==> src/rtl/kyber_pkg.sv <==
// Shared Kyber arithmetic constants used by the NTT butterfly and its helpers.
package kyber_pkg;

    localparam int unsigned Q          = 3329;
    localparam int unsigned W          = 12;
    localparam int unsigned IDXW       = 8;
    localparam int unsigned MUL_LAT    = 4;
    localparam int unsigned NTT_BF_LAT = MUL_LAT + 1;

endpackage

==> src/rtl/ntt_butterfly_if.sv <==
// Butterfly sample bus: input pair/twiddle/tag and the returned result pair/tag.
interface ntt_butterfly_if;
    import kyber_pkg::*;

    logic            in_valid;
    logic [W-1:0]    in_a;
    logic [W-1:0]    in_b;
    logic [W-1:0]    in_zeta;
    logic [IDXW-1:0] in_idx;
    logic            inv;
    logic            out_valid;
    logic [W-1:0]    out_a;
    logic [W-1:0]    out_b;
    logic [IDXW-1:0] out_idx;

    // Producer side: RAM read port / twiddle ROM, also consumes write-back results.
    modport master (
        output in_valid, in_a, in_b, in_zeta, in_idx, inv,
        input  out_valid, out_a, out_b, out_idx
    );

    // Butterfly side.
    modport slave (
        input  in_valid, in_a, in_b, in_zeta, in_idx, inv,
        output out_valid, out_a, out_b, out_idx
    );

endinterface

==> src/rtl/mod_addsub.sv <==
// Combinational modular add/subtract: (x, y) -> ((x+y) mod Q, (x-y) mod Q), inputs in 0..Q-1.
module mod_addsub
    import kyber_pkg::*;
(
    input  logic [W-1:0] x_i,
    input  logic [W-1:0] y_i,
    output logic [W-1:0] sum_c_o,
    output logic [W-1:0] dif_c_o
);

    logic [W:0] s_c;
    logic [W:0] d_c;

    // One conditional correction each; the top bit of d_c is the borrow.
    always_comb begin
        s_c     = {1'b0, x_i} + {1'b0, y_i};
        d_c     = {1'b0, x_i} - {1'b0, y_i};
        sum_c_o = (s_c >= (W+1)'(Q)) ? W'(s_c - (W+1)'(Q)) : W'(s_c);
        dif_c_o = d_c[W] ? W'(d_c + (W+1)'(Q)) : W'(d_c);
    end

endmodule

==> src/rtl/mul_reduce.sv <==
// Pipelined modular multiply res = a*b mod Q using Barrett reduction; latency MUL_LAT (4).
module mul_reduce
    import kyber_pkg::*;
(
    input  logic         clk,
    input  logic         rst,
    input  logic [W-1:0] a_i,
    input  logic [W-1:0] b_i,
    output logic [W-1:0] res_o
);

    localparam int unsigned PW = 2 * W;
    localparam int unsigned RW = W + 2;
    localparam int unsigned BM = (1 << PW) / Q;

    logic [W-1:0]  a_q;
    logic [W-1:0]  b_q;
    logic [PW-1:0] p_q;
    logic [RW-1:0] r_q;
    logic [W-1:0]  res_q;

    logic [W:0]    qe_c;
    logic [RW-1:0] r_c;
    logic [W-1:0]  fold_c;

    // Quotient estimate is at most one short, so the remainder is below 2Q and needs one fold.
    always_comb begin
        qe_c   = (W+1)'(((PW+W+1)'(p_q) * (PW+W+1)'(BM)) >> PW);
        r_c    = RW'(p_q - PW'(qe_c * Q));
        fold_c = (r_q >= RW'(Q)) ? W'(r_q - RW'(Q)) : W'(r_q);
    end

    // Input register, product, Barrett remainder, final fold.
    always_ff @(posedge clk or posedge rst) begin
        if (rst) begin
            a_q   <= '0;
            b_q   <= '0;
            p_q   <= '0;
            r_q   <= '0;
            res_q <= '0;
        end else begin
            a_q   <= a_i;
            b_q   <= b_i;
            p_q   <= PW'(a_q) * PW'(b_q);
            r_q   <= r_c;
            res_q <= fold_c;
        end
    end

    assign res_o = res_q;

endmodule

==> src/rtl/ntt_butterfly.sv <==
// Fully pipelined Kyber NTT butterfly, one pair per cycle, latency NTT_BF_LAT (5).
// CT: a' = a + zeta*b, b' = a - zeta*b (mod Q).
// Define NTT_BF_GS_EN to add per-sample Gentleman-Sande mode selected by inv:
//   a' = a + b, b' = zeta*(a - b) (mod Q).
module ntt_butterfly
    import kyber_pkg::*;
(
    input  logic           clk,
    input  logic           rst_n,
    ntt_butterfly_if.slave bf
);

    logic [W-1:0]    mul_b_c;
    logic [W-1:0]    head_a_c;
    logic            head_inv_c;
    logic [W-1:0]    res;
    logic [W-1:0]    sum_c;
    logic [W-1:0]    dif_c;

    logic [W-1:0]    a_q   [MUL_LAT];
    logic [IDXW-1:0] idx_q [MUL_LAT];
    logic [MUL_LAT-1:0] vld_q;
    logic [MUL_LAT-1:0] inv_q;

    logic            out_valid_q;
    logic [W-1:0]    out_a_q;
    logic [W-1:0]    out_b_q;
    logic [IDXW-1:0] out_idx_q;
    logic [W-1:0]    out_a_d;
    logic [W-1:0]    out_b_d;

`ifdef NTT_BF_GS_EN
    logic [W-1:0] s0_c;
    logic [W-1:0] d0_c;

    mod_addsub u_in_addsub (
        .x_i     (bf.in_a),
        .y_i     (bf.in_b),
        .sum_c_o (s0_c),
        .dif_c_o (d0_c)
    );

    // GS samples multiply the difference and carry the sum down the delay line.
    always_comb begin
        mul_b_c    = bf.in_b;
        head_a_c   = bf.in_a;
        head_inv_c = bf.inv;
        if (bf.inv) begin
            mul_b_c  = d0_c;
            head_a_c = s0_c;
        end
    end
`else
    logic unused_inv;
    assign unused_inv = bf.inv;

    // CT only: b goes straight to the multiplier, a straight to the delay line.
    always_comb begin
        mul_b_c    = bf.in_b;
        head_a_c   = bf.in_a;
        head_inv_c = 1'b0;
    end
`endif

    mul_reduce u_mul (
        .clk   (clk),
        .rst   (~rst_n),
        .a_i   (bf.in_zeta),
        .b_i   (mul_b_c),
        .res_o (res)
    );

    // Delay line keeping a, tag, valid and mode aligned with the multiplier result.
    always_ff @(posedge clk or negedge rst_n) begin
        if (!rst_n) begin
            for (int unsigned i = 0; i < MUL_LAT; i++) begin
                a_q[i]   <= '0;
                idx_q[i] <= '0;
            end
            vld_q <= '0;
            inv_q <= '0;
        end else begin
            a_q[0]   <= head_a_c;
            idx_q[0] <= bf.in_idx;
            for (int unsigned i = 1; i < MUL_LAT; i++) begin
                a_q[i]   <= a_q[i-1];
                idx_q[i] <= idx_q[i-1];
            end
            vld_q <= {vld_q[MUL_LAT-2:0], bf.in_valid};
            inv_q <= {inv_q[MUL_LAT-2:0], head_inv_c};
        end
    end

    mod_addsub u_out_addsub (
        .x_i     (a_q[MUL_LAT-1]),
        .y_i     (res),
        .sum_c_o (sum_c),
        .dif_c_o (dif_c)
    );

    // Output selection: CT add/sub pair, or GS pass-through of sum and product.
    always_comb begin
        out_a_d = sum_c;
        out_b_d = dif_c;
        if (inv_q[MUL_LAT-1]) begin
            out_a_d = a_q[MUL_LAT-1];
            out_b_d = res;
        end
    end

    // Output register; data captured every cycle, valid qualifies it.
    always_ff @(posedge clk or negedge rst_n) begin
        if (!rst_n) begin
            out_valid_q <= 1'b0;
            out_a_q     <= '0;
            out_b_q     <= '0;
            out_idx_q   <= '0;
        end else begin
            out_valid_q <= vld_q[MUL_LAT-1];
            out_a_q     <= out_a_d;
            out_b_q     <= out_b_d;
            out_idx_q   <= idx_q[MUL_LAT-1];
        end
    end

    assign bf.out_valid = out_valid_q;
    assign bf.out_a     = out_a_q;
    assign bf.out_b     = out_b_q;
    assign bf.out_idx   = out_idx_q;

endmodule

==> src/flat_wrapper.sv <==
// flat-port wrapper written by rule: the top's interface ports become plain ports
module ntt_butterfly_flat import kyber_pkg::*;
  (clk, rst_n, bf_in_valid, bf_in_a, bf_in_b, bf_in_zeta, bf_in_idx, bf_inv, bf_out_valid, bf_out_a, bf_out_b, bf_out_idx);
  ntt_butterfly_if bf_i ();
  input  logic clk;
  input  logic rst_n;
  input wire logic [$bits(bf_i.in_valid)-1:0] bf_in_valid;
  input wire logic [$bits(bf_i.in_a)-1:0] bf_in_a;
  input wire logic [$bits(bf_i.in_b)-1:0] bf_in_b;
  input wire logic [$bits(bf_i.in_zeta)-1:0] bf_in_zeta;
  input wire logic [$bits(bf_i.in_idx)-1:0] bf_in_idx;
  input wire logic [$bits(bf_i.inv)-1:0] bf_inv;
  output wire logic [$bits(bf_i.out_valid)-1:0] bf_out_valid;
  output wire logic [$bits(bf_i.out_a)-1:0] bf_out_a;
  output wire logic [$bits(bf_i.out_b)-1:0] bf_out_b;
  output wire logic [$bits(bf_i.out_idx)-1:0] bf_out_idx;
  assign bf_i.in_valid = bf_in_valid;
  assign bf_i.in_a = bf_in_a;
  assign bf_i.in_b = bf_in_b;
  assign bf_i.in_zeta = bf_in_zeta;
  assign bf_i.in_idx = bf_in_idx;
  assign bf_i.inv = bf_inv;
  assign bf_out_valid = bf_i.out_valid;
  assign bf_out_a = bf_i.out_a;
  assign bf_out_b = bf_i.out_b;
  assign bf_out_idx = bf_i.out_idx;
  ntt_butterfly u_core (.clk(clk), .rst_n(rst_n), .bf(bf_i));
endmodule
==> config.mk <==
export PLATFORM = sky130hd
export DESIGN_NAME = ntt_butterfly_flat
export DESIGN_NICKNAME = d
export VERILOG_FILES = /design/src/rtl/kyber_pkg.sv /design/src/rtl/ntt_butterfly_if.sv /design/src/rtl/mod_addsub.sv /design/src/rtl/mul_reduce.sv /design/src/rtl/ntt_butterfly.sv /design/src/flat_wrapper.sv
export SDC_FILE = /design/constraint.sdc
export NUM_CORES = 1
export LEC_CHECK = 0
export ABC_CLOCK_PERIOD_IN_PS = 15840
export BUFFER_PORTS_ARGS = -buffer_cell sky130_fd_sc_hd__buf_2
export CORE_MARGIN = 4
export CORE_UTILIZATION = 65
export DETAILED_ROUTE_END_ITERATION = 6
export PLACE_DENSITY = 0.84
export SLEW_MARGIN = 15
export SYNTH_ARGS = -nofsm -noshare
export SYNTH_HDL_FRONTEND = slang
export SYNTH_SLANG_ARGS = --single-unit
==> constraint.sdc <==
create_clock -name clk -period 15.84 [get_ports clk]
set_input_delay 0.792 -clock clk [delete_from_list [all_inputs] [get_ports clk]]
set_output_delay 0.792 -clock clk [all_outputs]
set_load 0.05 [all_outputs]
==> results.toml <==
[detailed_routing]
postRouteWirelength_mm = 32.11
vias_per_cell = 5.355
dr.pass1.iters = 5
final_antenna_net_count = 0
wl_per_cell_um = 15.71
vias = 10945
drc = 0
drt_iter0_markers = 547

[placed_design]
io_buffer_count = 79
post-dp-hpwl_mm = 26.03
gp_congestion = 0.8845

[grt]
grt_util_all_layers_pct = 23.81
globalRouteOverflowTotal = 0
grt_pass1_wl_mm = 56.31
grt_use_met1_pct = 28.58
grt_pass1_vias = 12137
grt-busiest-layer = "met2"
grt_antenna_before_repair = 0
grt_max_degree = 137
grt_use_met2_pct = 44.06
met3_usage_pct = 3.887

[worst_setup_path]
cp_data_required_time_ns = 16.16
rrSetupSlack_ns = 6.62
crit_path_start_kind = "flop"
cpPeakStageDelay_ns = 0.63
arrival_ns = 9.55
cp_common_cell = "fa_1"
rr_startpoint = "u_core.u_mul.p_q[8]"
worstSetupPathType = "reg -> reg"
timing.rr.end = "u_core.u_mul.r_q[13]"
reg2reg_depth = 34
cpMaxStageDelayCell = "dfrtp_1"
path_buf_inv = 5
critPathTopFamily = "adder cells"
crit_path_end_kind = "flop"
cp_max_fo = 7

[sta]
layout_min_cycle_time_ns = 9.222
fin_tns_setup_ns = 0
finClkSkew_ns = 0.01576
slew_headroom_pct = 32.27
timing.final.crit_share_pct = 58.22
slew_violations = 0
setup_viol = 0
rsz0062_at_grt = "no"
worstMarginPinSlew_ns = 1.016
fmax_mhz = 108.4
finalHoldViolations = 0

[floorplanning]
rows = 59
ios = 81
dieArea_sq_um = 29600
dieHeight_um = 172.0
core_sq_um = 26280
initial_core_util_pct = 66.55
die_x_um = 172.0

[synth]
ys_ff_latch = 191
ys.warnings.count = 0
syn_nets = 2162
synth_edf_count = 0
yosysTopAreaCell = "dfrtp_1"
async_reset_ff_share_pct = 100.0
yosysTopAreaCellShare_pct = 27.33
ys.flop_type = "dfrtp_1"
yosys.cell_types.count = 62
synth_area_sq_um = 17490
synth_cells = 1627
synth_area_leaders = "dfrtp_1, fa_1, ha_1, inv_1, xnor2_1"
avgSynthCellArea_sq_um = 10.75
ys_seq_area_share_pct = 27.33

[cells_and_area]
multi_input_area_sq_um = 11230
register_area_sq_um = 4780
final_cell_mix = "inv_1, ha_1, fa_1, dfrtp_1, nand2_1"
layout-drive-gt1-share_pct = 7.607
fill_cells = 1803
antennaDiodeCount = 0
fin_nets = 2231
area_growth_pct = 7.518
final_util_pct = 71.56
final_common_cell = "inv_1"

[clock_network]
root_buffer = "clkbuf_16"
h-tree-depth = 4
post-cts-setup-buffers = 0
clk_latency_ns = 0.45
postCtsHoldBufs = 0
cts_tree = "done"
clk_path_buf_depth = 2
clock_sinks = 191
cts_buffers = 17
cts_resized = 0
path_clk_slew_ns = 0.08

[worst_hold_path]
hp-class = "reg -> reg"
min_to = "u_core.idx_q[21]"
hold_start = "u_core.idx_q[29]"
min_path_cells = 0

[flow_run]
maxCapViolCount = 0

[status]
outcome = "finished clean"
cell usage after synthesis, types with 2 or more instances:
cell,number
o21bai_1,10
nor2b_1,9
ha_1,249
dfrtp_1,191
buf_6,2
xnor2_1,64
o221ai_1,2
nor2_1,54
o41ai_1,2
a211oi_1,5
a2111oi_2,2
a21o_1,12
and3_2,2
nand4_1,7
nand2b_1,8
clkbuf_8,2
nor3_1,16
and2_1,48
o21a_1,13
a21oi_1,45
a21boi_0,7
inv_1,353
fa_1,238
o31ai_1,4
nor4_1,2
o21ai_0,26
xor2_1,35
or3_1,5
nand3b_1,2
clkbuf_1,24
a31oi_1,3
nand2_1,140
or2_2,2
nand3_1,14
a311oi_1,2
worst reg2reg max path: cells and delay by family (launching register included):
kind / cells / cell delay [ns]
buffers and inverters: 5 / 0.40
DFF: 1 / 0.63
adders and majority gates: 10 / 4.48
xor gates and xnor gates: 3 / 0.63
AOI/OAI and AO/OA: 14 / 2.79
and+or+nand+nor: 2 / 0.20
worst max-delay path by stage:
| stage | start | endpoint | cells after the start |
|---|---|---|---|
| 5_1_grt | u_core.u_mul.p_q[8] | u_core.u_mul.r_q[13] | 34 |
| 4_1_cts | u_core.u_mul.p_q[8] | u_core.u_mul.r_q[13] | 34 |
| 6_report | u_core.u_mul.p_q[8] | u_core.u_mul.r_q[13] | 34 |
| 3_5_place_dp | u_core.u_mul.p_q[9] | u_core.u_mul.r_q[13] | 34 |
| 2_1_floorplan | u_core.u_mul.p_q[7] | u_core.u_mul.r_q[13] | 34 |
| 3_3_place_gp | u_core.u_mul.p_q[9] | u_core.u_mul.r_q[13] | 34 |
through the flow:
| step | hold WS (ns) | worst slack, ns | area, sq um | std cells |
|---|---|---|---|---|
| after floorplan | 0.3312 | 7.617 | 17490 | 1627 |
| after global placement | 0.3310 | 6.787 | 18170 | 2012 |
| after detailed placement | 0.3347 | 6.681 | 18170 | 2012 |
| after CTS | 0.3480 | 6.608 | 18810 | 2044 |
| after global routing | 0.3531 | 5.953 | 18810 | 2044 |
| final | 0.3503 | 6.618 | 18810 | 2044 |
state kept, by name, summed over array words and instances, names as in the netlist, 12 cells and up:
name,cells
u_core.a_q,48
u_core.u_mul.a_q,12
u_core.u_mul.p_q,24
u_core.u_mul.r_q,14
u_core.bf.out_a,12
u_core.u_mul.b_q,12
u_core.bf.out_b,12
u_core.u_mul.res_o,12
u_core.idx_q,32
kinds of logic (layout without fill, tap and decap cells):
kind of cell / after synthesis / in the layout / share of synthesized area (%)
and+or+nand+nor: 315 / 315 / 8.370
buffers and inverters: 384 / 466 / 8.463
xor gates and xnor gates: 100 / 100 / 5.050
DFF: 191 / 191 / 27.33
AOI/OAI and AO/OA: 149 / 149 / 5.673
muxes: 1 / 1 / 0.06438
adders and majority gates: 487 / 487 / 45.05
area by class of cell:
type	count	share of cell area (%)
clock buffers	17	2.262
inverters	354	7.066
repair buffers	80	2.189
well taps	335	2.229
multi-input cells	1052	59.72
clock inverters	15	1.118
flip-flops and latches	191	25.42
layer usage:
layer	part of all wire (%)	vias up	routed length [um]
met5	0	-	0
met4	2.5	0	795
met3	3.4	66	1081
met2	54	232	17400
met1	40	5481	12830
li1	-	5166	-
Power is left out: the tool's default activity adds up to more than one toggle a clock period on the data nets, which glitch-free logic cannot reach.
